[config.mk]
export PLATFORM = sky130hd
export DESIGN_NAME = whack_a_mole_multi
export DESIGN_NICKNAME = d
export VERILOG_FILES = /design/src/rtl/whack_pkg.sv /design/src/rtl/mole_lfsr16.sv /design/src/rtl/whack_a_mole_multi.sv
export SDC_FILE = /design/constraint.sdc
export NUM_CORES = 1
export LEC_CHECK = 0
export CORE_UTILIZATION = 55
export CTS_CLUSTER_DIAMETER = 120
export DETAILED_ROUTE_END_ITERATION = 16
export GPL_ROUTABILITY_DRIVEN = 0
export PLACE_DENSITY = 0.85
export SYNTH_ARGS = -nofsm -noshare
export SYNTH_HDL_FRONTEND = slang
export SYNTH_SLANG_ARGS = --single-unit
export TNS_END_PERCENT = 50
[constraint.sdc]
create_clock -name clk -period 3.7 [get_ports clk]
set_input_delay 0.555 -clock clk [delete_from_list [all_inputs] [get_ports clk]]
set_output_delay 0.555 -clock clk [all_outputs]
set_load 0.05 [all_outputs]
[src/rtl/whack_pkg.sv]
// Shared definitions for the multi-mole whack-a-mole core.
// Holds the game state encoding and the LFSR width and feedback mask.
package whack_pkg;

   localparam int unsigned      LFSR_W    = 16;
   // Galois feedback mask for x^16 + x^14 + x^13 + x^11 + 1
   localparam logic [LFSR_W-1:0] LFSR_MASK = 16'hB400;

   localparam logic [1:0] ST_IDLE = 2'd0;
   localparam logic [1:0] ST_ARM  = 2'd1;
   localparam logic [1:0] ST_UP   = 2'd2;
   localparam logic [1:0] ST_END  = 2'd3;

   typedef enum logic [1:0] {
      StIdle = ST_IDLE,
      StArm  = ST_ARM,
      StUp   = ST_UP,
      StEnd  = ST_END
   } state_e;

endpackage

[src/rtl/mole_lfsr16.sv]
// Free-running 16-bit Galois LFSR used to pick moles and appearance delays.
// Ports:
//   clk   - system clock
//   reset - synchronous active-high reset, loads seed
//   seed  - reset value, must be nonzero
//   q     - current LFSR state
module mole_lfsr16
   import whack_pkg::*;
(
   input  logic              clk,
   input  logic              reset,
   input  logic [LFSR_W-1:0] seed,
   output logic [LFSR_W-1:0] q
);

   logic [LFSR_W-1:0] q_q;
   logic [LFSR_W-1:0] q_d;

   always_comb begin
      q_d = q_q >> 1;
      if (q_q[0]) begin
         q_d = q_d ^ LFSR_MASK;
      end
   end

   always_ff @(posedge clk) begin
      if (reset) begin
         q_q <= seed;
      end else begin
         q_q <= q_d;
      end
   end

   assign q = q_q;

endmodule

[src/rtl/whack_a_mole_multi.sv]
// Multi-mole whack-a-mole game core.
// Picks a random mole and appearance delay from an internal LFSR, scores hits on
// rising button edges, tracks lives and blinks all moles on the end screen.
// Ports:
//   clk    - system clock
//   reset  - synchronous active-high reset
//   button - debounced level buttons, one per mole
//   mole   - mole LEDs, 1 = shown
//   score  - current or last score, saturating
//   lives  - remaining lives
//   state  - 0=IDLE 1=ARM 2=UP 3=END
//   hit    - one-cycle pulse on a scored hit
//   miss   - one-cycle pulse on a lost life
module whack_a_mole_multi
   import whack_pkg::*;
#(
   parameter int unsigned       N_MOLES         = 4,
   parameter int unsigned       SCORE_W         = 8,
   parameter int unsigned       LIVES_W         = 4,
   parameter int unsigned       START_LIVES     = 3,
   parameter int unsigned       MIN_DELAY_CYC   = 100_000_000,
   parameter int unsigned       DELAY_SPAN_LOG2 = 8,
   parameter int unsigned       DELAY_SHIFT     = 20,
   parameter int unsigned       HIT_WINDOW_CYC  = 100_000_000,
   parameter int unsigned       BLINK_CYC       = 50_000_000,
   parameter logic [LFSR_W-1:0] LFSR_SEED       = 16'hACE1
) (
   input  logic               clk,
   input  logic               reset,
   input  logic [N_MOLES-1:0] button,
   output logic [N_MOLES-1:0] mole,
   output logic [SCORE_W-1:0] score,
   output logic [LIVES_W-1:0] lives,
   output logic [1:0]         state,
   output logic               hit,
   output logic               miss
);

   localparam int unsigned SelW = (N_MOLES > 1) ? $clog2(N_MOLES) : 1;

   // One counter serves the arm delay, the hit window and the blink period,
   // so it is sized for the largest of the three.
   localparam longint unsigned DelayMax = 64'(MIN_DELAY_CYC) +
                                          (((64'd1 << DELAY_SPAN_LOG2) - 64'd1) << DELAY_SHIFT);
   localparam longint unsigned WinMax   = 64'(HIT_WINDOW_CYC);
   localparam longint unsigned BlinkMax = 64'(BLINK_CYC);
   localparam longint unsigned CntMax   = (DelayMax > WinMax) ?
                                          ((DelayMax > BlinkMax) ? DelayMax : BlinkMax) :
                                          ((WinMax > BlinkMax) ? WinMax : BlinkMax);
   localparam int unsigned     CntW     = $clog2(CntMax + 64'd1);

   logic [LFSR_W-1:0]  lfsr;
   state_e             state_q, state_d;
   logic [CntW-1:0]    cnt_q, cnt_d;
   logic [SelW-1:0]    sel_q, sel_d, sel_new;
   logic [N_MOLES-1:0] sel_oh;
   logic [N_MOLES-1:0] mole_q, mole_d;
   logic [SCORE_W-1:0] score_q, score_d;
   logic [LIVES_W-1:0] lives_q, lives_d;
   logic               hit_q, hit_d;
   logic               miss_q, miss_d;
   logic [N_MOLES-1:0] button_prev_q, button_prev_d;
   logic [N_MOLES-1:0] btn_edge;
   logic [CntW-1:0]    delay_w;
   logic               arm;
   logic               lose;
   logic               unused_lfsr;

   mole_lfsr16 u_lfsr (
      .clk   (clk),
      .reset (reset),
      .seed  (LFSR_SEED),
      .q     (lfsr)
   );

   if (N_MOLES > 1) begin : g_sel
      assign sel_new = lfsr[LFSR_W-1 -: SelW];
   end else begin : g_sel_single
      assign sel_new = '0;
   end

   // Only a subset of the LFSR bits feeds sel and the delay.
   assign unused_lfsr = ^lfsr;

   assign btn_edge = button & ~button_prev_q;
   assign delay_w  = CntW'(MIN_DELAY_CYC) + (CntW'(lfsr[DELAY_SPAN_LOG2-1:0]) << DELAY_SHIFT);

   always_comb begin
      sel_oh         = '0;
      sel_oh[sel_q]  = 1'b1;
   end

   always_comb begin
      state_d       = state_q;
      cnt_d         = cnt_q;
      sel_d         = sel_q;
      mole_d        = mole_q;
      score_d       = score_q;
      lives_d       = lives_q;
      hit_d         = 1'b0;
      miss_d        = 1'b0;
      button_prev_d = button;
      arm           = 1'b0;
      lose          = 1'b0;

      unique case (state_q)
         StIdle: begin
            mole_d = '0;
            if (|btn_edge) begin
               score_d = '0;
               lives_d = LIVES_W'(START_LIVES);
               arm     = 1'b1;
            end
         end
         StArm: begin
            if (cnt_q == '0) begin
               state_d = StUp;
               mole_d  = sel_oh;
               cnt_d   = CntW'(HIT_WINDOW_CYC - 1);
            end else begin
               cnt_d = cnt_q - CntW'(1);
            end
         end
         StUp: begin
            // A stray edge elsewhere beats a simultaneous correct press.
            if (|(btn_edge & ~sel_oh)) begin
               lose = 1'b1;
            end else if (|(btn_edge & sel_oh)) begin
               hit_d = 1'b1;
               if (score_q != '1) begin
                  score_d = score_q + SCORE_W'(1);
               end
               arm = 1'b1;
            end else if (cnt_q == '0) begin
               lose = 1'b1;
            end else begin
               cnt_d = cnt_q - CntW'(1);
            end
         end
         StEnd: begin
            if (|btn_edge) begin
               state_d = StIdle;
               mole_d  = '0;
               cnt_d   = '0;
            end else if (cnt_q == CntW'(BLINK_CYC - 1)) begin
               mole_d = ~mole_q;
               cnt_d  = '0;
            end else begin
               cnt_d = cnt_q + CntW'(1);
            end
         end
      endcase

      if (lose) begin
         miss_d = 1'b1;
         mole_d = '0;
         if (lives_q == LIVES_W'(1)) begin
            lives_d = '0;
            state_d = StEnd;
            mole_d  = '1;  // end screen starts lit
            cnt_d   = '0;
         end else begin
            lives_d = lives_q - LIVES_W'(1);
            arm     = 1'b1;
         end
      end

      if (arm) begin
         state_d = StArm;
         sel_d   = sel_new;
         cnt_d   = delay_w;
         mole_d  = '0;
      end
   end

   always_ff @(posedge clk) begin
      if (reset) begin
         state_q       <= StIdle;
         cnt_q         <= '0;
         sel_q         <= '0;
         mole_q        <= '0;
         score_q       <= '0;
         lives_q       <= '0;
         hit_q         <= 1'b0;
         miss_q        <= 1'b0;
         button_prev_q <= '0;
      end else begin
         state_q       <= state_d;
         cnt_q         <= cnt_d;
         sel_q         <= sel_d;
         mole_q        <= mole_d;
         score_q       <= score_d;
         lives_q       <= lives_d;
         hit_q         <= hit_d;
         miss_q        <= miss_d;
         button_prev_q <= button_prev_d;
      end
   end

   assign mole  = mole_q;
   assign score = score_q;
   assign lives = lives_q;
   assign state = state_q;
   assign hit   = hit_q;
   assign miss  = miss_q;

endmodule

After elaboration in Yosys (flattened, before gate mapping). Cells that the tools add are included. Widths: inputs -> output; s select.

Add/sub/neg operators: 5. Order comparisons: 2. Equal/unequal tests: 12. Muxes and demuxes: 45. Bitwise operators: 8. Reduce and logical (&&, ||, !) cells: 15.

Operators with widths (number): $mux 29 (9); $pmux 29 s3 (1); $mux 4 (9); $mux 8 (4); $add 27x28->29 const A (1); $add 29x1->29 const B (1); $eq 29x26->1 const B (1); $logic_not 29->1 (1); $sub 29x1->29 const B (1); $mux 16 (1); $pmux 8 s2 (1); $and 4x4->4 (3); $mux 1 (12); $not 4->4 (3); $pmux 4 s3 (1); $reduce_or 4->1 (3); $add 8x1->8 const B (1); $mux 2 (4); $ne 2x2->1 const B (4); $ne 8x8->1 const B (1); $reduce_bool 2->1 (3); $reduce_and 5->1 (1); $eq 2x2->1 const B (2); $eq 4x1->1 const B (1); other kinds (17) (18).

Bits in registers: 71. Input bits: 6. Output and inout bits: 20. Logic and storage cells: 98.

Depth between registers and ports, before layout.
Depth in word-level cells: 12. Depth in mapped cells: 12. Depth with buffers taken out: 10.

By module. A second synthesis with hierarchy kept.

Cell total of the unflattened synthesis: 639. Area, all modules: 4803.4 um^2.

By module, submodules not included: whack_a_mole_multi (instances 1, cells an instance 599, area an instance 4242.8 um^2, sequential area each 1101.1 um^2); mole_lfsr16 (instances 1, cells an instance 40, area an instance 560.5 um^2, sequential area each 320.3 um^2).

Worst setup path before layout. OpenSTA, ideal clock, no wires.

Path type: register to register. Start: register cnt_q[0]. End: register cnt_q[28]. Data arrival time: 2488 ps. Data required time: 3554 ps. Setup slack: 1065 ps. Stages on the path, launching flop included: 13. Path buffers: 3. Period minus slack after synthesis: 2635 ps. Cell sequence: dfxtp_1 > clkbuf_1 > inv_1 > ha_1 > or3b_2 > nor4_4 > nand3_1 > buf_6 > and2_4 > buf_6 > a211o_1 > o221ai_1 > o22ai_1.

Cells in the longest elaborated chain, start to end: 8.

Ends and longest elaborated chain: start, declared (line whack_a_mole_multi.sv:54) `logic [CntW-1:0] cnt_q, cnt_d;`; start signal, assigned (line whack_a_mole_multi.sv:189) `cnt_q <= cnt_d;`; $sub 29x1->29 or $logic_not 29->1 (tied branches); $mux 29 (line whack_a_mole_multi.sv:134) `end else if (cnt_q == '0) begin`; $mux 29 (line whack_a_mole_multi.sv:128) `end else if (|(btn_edge & sel_oh)) begin`; $mux 29 (line whack_a_mole_multi.sv:126) `if (|(btn_edge & ~sel_oh)) begin`; $pmux 29 s3 (line whack_a_mole_multi.sv:106) `unique case (state_q)`; $mux 29 (line whack_a_mole_multi.sv:157) `if (lives_q == LIVES_W'(1)) begin`; $mux 29 (line whack_a_mole_multi.sv:154) `if (lose) begin`; $mux 29 * (line whack_a_mole_multi.sv:168) `if (arm) begin`.

Every way passes the cells marked *; elsewhere a longest branch is shown, timed or not. A chain may end at the register's enable or synchronous reset.

Final worst setup path.
Start: register cnt_q[0]. End: register cnt_q[26].

Same word-level chain as after synthesis.

==> impl_metrics.json <==
{
  "utilization_pct": 64.2,
  "antenna_found_initial": 0,
  "layout_common_cells": "dfxtp_1 (71), nor2_1 (64), nand2_1 (38)",
  "yosys_register_bits": 71,
  "final_hold_viol_count": 0,
  "netlist_area_sq_um": 4790,
  "cts_root_buffer": "clkbuf_8",
  "io_pins": 26,
  "finalNetCount": 635,
  "final.setup.tns_ns": 0,
  "fillers": 672,
  "fin_crit_sh_pct": 87.1,
  "routedWlPerCell_microns": 20.0,
  "crit_type": "reg2reg",
  "drtIter0Drc": 924,
  "irDropWorstVdd_uv": 329,
  "powerDensity_nw_per_um2": 411,
  "drive_above_1_share_pct": 10.2,
  "die_area_sq_um": 9080,
  "cts_buffers": 9,
  "fin_crit_ns": 3.22,
  "worst_pin_slew_ns": 0.895,
  "setup-violations-final": 0,
  "fin_cells": 731,
  "async_flop_share_pct": 0,
  "avgSynthCellArea_sq_um": 7.86,
  "critPathMaxFanout": 10,
  "synth_edf_count": 0,
  "netlist-cell-type-count": 78,
  "grt_pass1_wl_microns": 23200,
  "status": "completed",
  "grt-ovfl-total": 0,
  "maxSlewViolCount": 0,
  "syn_nets": 623,
  "drt_wl_total_microns": 14600,
  "clk_latency_ns": 0.35,
  "path_clk_slew_ns": 0.09,
  "viasPerCell": 7.12,
  "grt_max_degree": 36,
  "dp_cells": 715,
  "firstDrtPassIters": 8,
  "num_rows": 33,
  "grt_util_all_layers_pct": 33.3,
  "cts_setup_buffers": 0,
  "cts_buffer_depth": 2,
  "initial_core_util_pct": 57.7,
  "layout_commonest_cell": "dfxtp_1",
  "port_buffers": 25,
  "grt_pass1_vias": 4903,
  "r2r_setup_slack_ns": 0.48,
  "cts_resized": 0,
  "area_growth_pct": 11.3,
  "fin_skew_ns": 0.0115,
  "drv_cap": 0,
  "fmax_ghz": 0.310,
  "diodes": 0,
  "htree_levels": 3,
  "yosys_warnings": 0,
  "critPathLaunchType": "register",
  "synthFlopType": "dfxtp_1",
  "ys_seq_area_share_pct": 29.7,
  "multi_input_area_sq_um": 3100,
  "core_sq_um": 8300,
  "die_y_microns": 95.3,
  "hold_buffers": 0,
  "crit_arrival_ns": 3.42,
  "ant_nets": 0,
  "syn_inst": 609,
  "relSlewSlack_pct": 40.1,
  "rsz0062_at_grt": "false",
  "p_leak_nw": 1.88,
  "fp.dieW_microns": 95.3,
  "fin_hold_ws_ns": 0.417,
  "cts_tree": "built",
  "min_path_type": "reg2reg",
  "total_power_w": 0.00219,
  "drc": 0,
  "final-seq-area_sq_um": 1420,
  "crit_required_ns": 3.90,
  "cts.sinks": 71,
  "dpl.hpwl_microns": 10200,
  "endpoint_kind": "register",
  "vias": 5206
}
==> state kept, by name, indices dropped and copies added (netlist names), 2 cells and up <==
register       flops
cnt_q             29
u_lfsr.q          16
score              8
button_prev_q      4
lives              4
mole               4
sel_q              2
state              2
==> stage by stage <==
| stage | instance area (sq um) | setup WS [ns] |
|---|---|---|
| after global placement | 5100 | 0.508 |
| after CTS | 5330 | 0.620 |
| after detailed placement | 5100 | 0.413 |
| after floorplan | 4790 | 1.07 |
| after global routing | 5330 | 0.311 |
| final | 5330 | 0.478 |
==> final cells by class <==
| cell class | count | share of cell area, % |
|---|---|---|
| Sequential cell | 71 | 26.7 |
| Multi-Input combinational cell | 480 | 58.1 |
| Clock inverter | 7 | 1.93 |
| Timing Repair Buffer | 45 | 7.52 |
| Inverter | 14 | 0.986 |
| Tap cell | 105 | 2.47 |
| Clock buffer | 9 | 2.33 |
==> logic make-up (layout without fill, tap and decap cells) <==
logic type / after synthesis / in the layout / synth area share [%]
xor gates and xnor gates: 18 / 18 / 3.29
DFF: 71 / 71 / 29.7
AOI/OAI and AO/OA: 177 / 177 / 26.2
adders and majority gates: 8 / 8 / 2.09
muxes: 7 / 7 / 1.73
and+or+nand+nor: 270 / 270 / 31.4
buffers and inverters: 58 / 75 / 5.65
==> metal layers <==
metal	share of wire [%]	vias to the layer above	wire length (microns)	GRT usage [%]
li1	-	2322	-	-
met3	12	128	1760	9.41
met1	38	2357	5530	40.6
met5	0	-	0	0
met2	43	399	6250	50.2
met4	7.1	0	1040	23.4
==> worst max-delay path, stage by stage (launching register included) <==
cell	delay (ns)
dfxtp_1	0.44
inv_1	0.19
ha_1	0.23
or4b_1	0.56
nor4_1	0.58
nand3_1	0.29
o21a_1	0.24
o21a_1	0.18
a211oi_1	0.25
o22ai_1	0.12
==> path summary, 6_finish.rpt <==
| path | start | endpoint | cells after the start |
|---|---|---|---|
| worst max-delay path | cnt_q[0] | cnt_q[26] | 9 |
| worst min-delay path | u_lfsr.q[8] | u_lfsr.q[7] | 1 |
| worst max register to register | cnt_q[0] | cnt_q[26] | 9 |
| worst min register to register | u_lfsr.q[8] | u_lfsr.q[7] | 1 |
==> Yosys cell counts, types with 4 or more instances <==
cell type | instances | area, sq um
a311oi_1 | 4 | 35.0
o21ai_0 | 33 | 165
mux2i_1 | 6 | 60.1
nor4_1 | 7 | 43.8
o2bb2ai_1 | 6 | 52.6
nand3_1 | 28 | 140
and4_1 | 6 | 52.6
nor2b_1 | 20 | 125
and2_1 | 9 | 56.3
or4_1 | 7 | 52.6
a21oi_1 | 25 | 125
a31oi_1 | 14 | 87.6
nor3_1 | 20 | 100
xnor2_1 | 8 | 70.1
nand2b_1 | 7 | 43.8
or2_2 | 10 | 62.6
buf_6 | 4 | 45.0
or3_1 | 10 | 62.6
nor2_1 | 64 | 240
nand2_1 | 38 | 143
dfxtp_1 | 71 | 1420
xor2_1 | 10 | 87.6
o22ai_1 | 8 | 50.1
a221oi_1 | 4 | 35.0
a211oi_1 | 14 | 105
o32ai_1 | 8 | 70.1
and3_1 | 8 | 50.1
clkbuf_1 | 26 | 97.6
o211ai_1 | 6 | 45.0
o21a_1 | 7 | 52.6
inv_1 | 13 | 48.8
o31ai_1 | 7 | 52.6
ha_1 | 8 | 100
nor4_4 | 4 | 85.1
buf_2 | 9 | 45.0
nand4_1 | 15 | 93.8
==> power by group <==
part           internal [W]  total, W  leakage (nW)  switching, W
combinational      0.000218  0.000567          1.19      0.000349
clock              0.000388  0.000723         0.111      0.000335
sequential         0.000815  0.000900         0.584     0.0000847
total               0.00142   0.00219          1.88      0.000769
No activity file was read; power rests on OpenSTA's default activity.
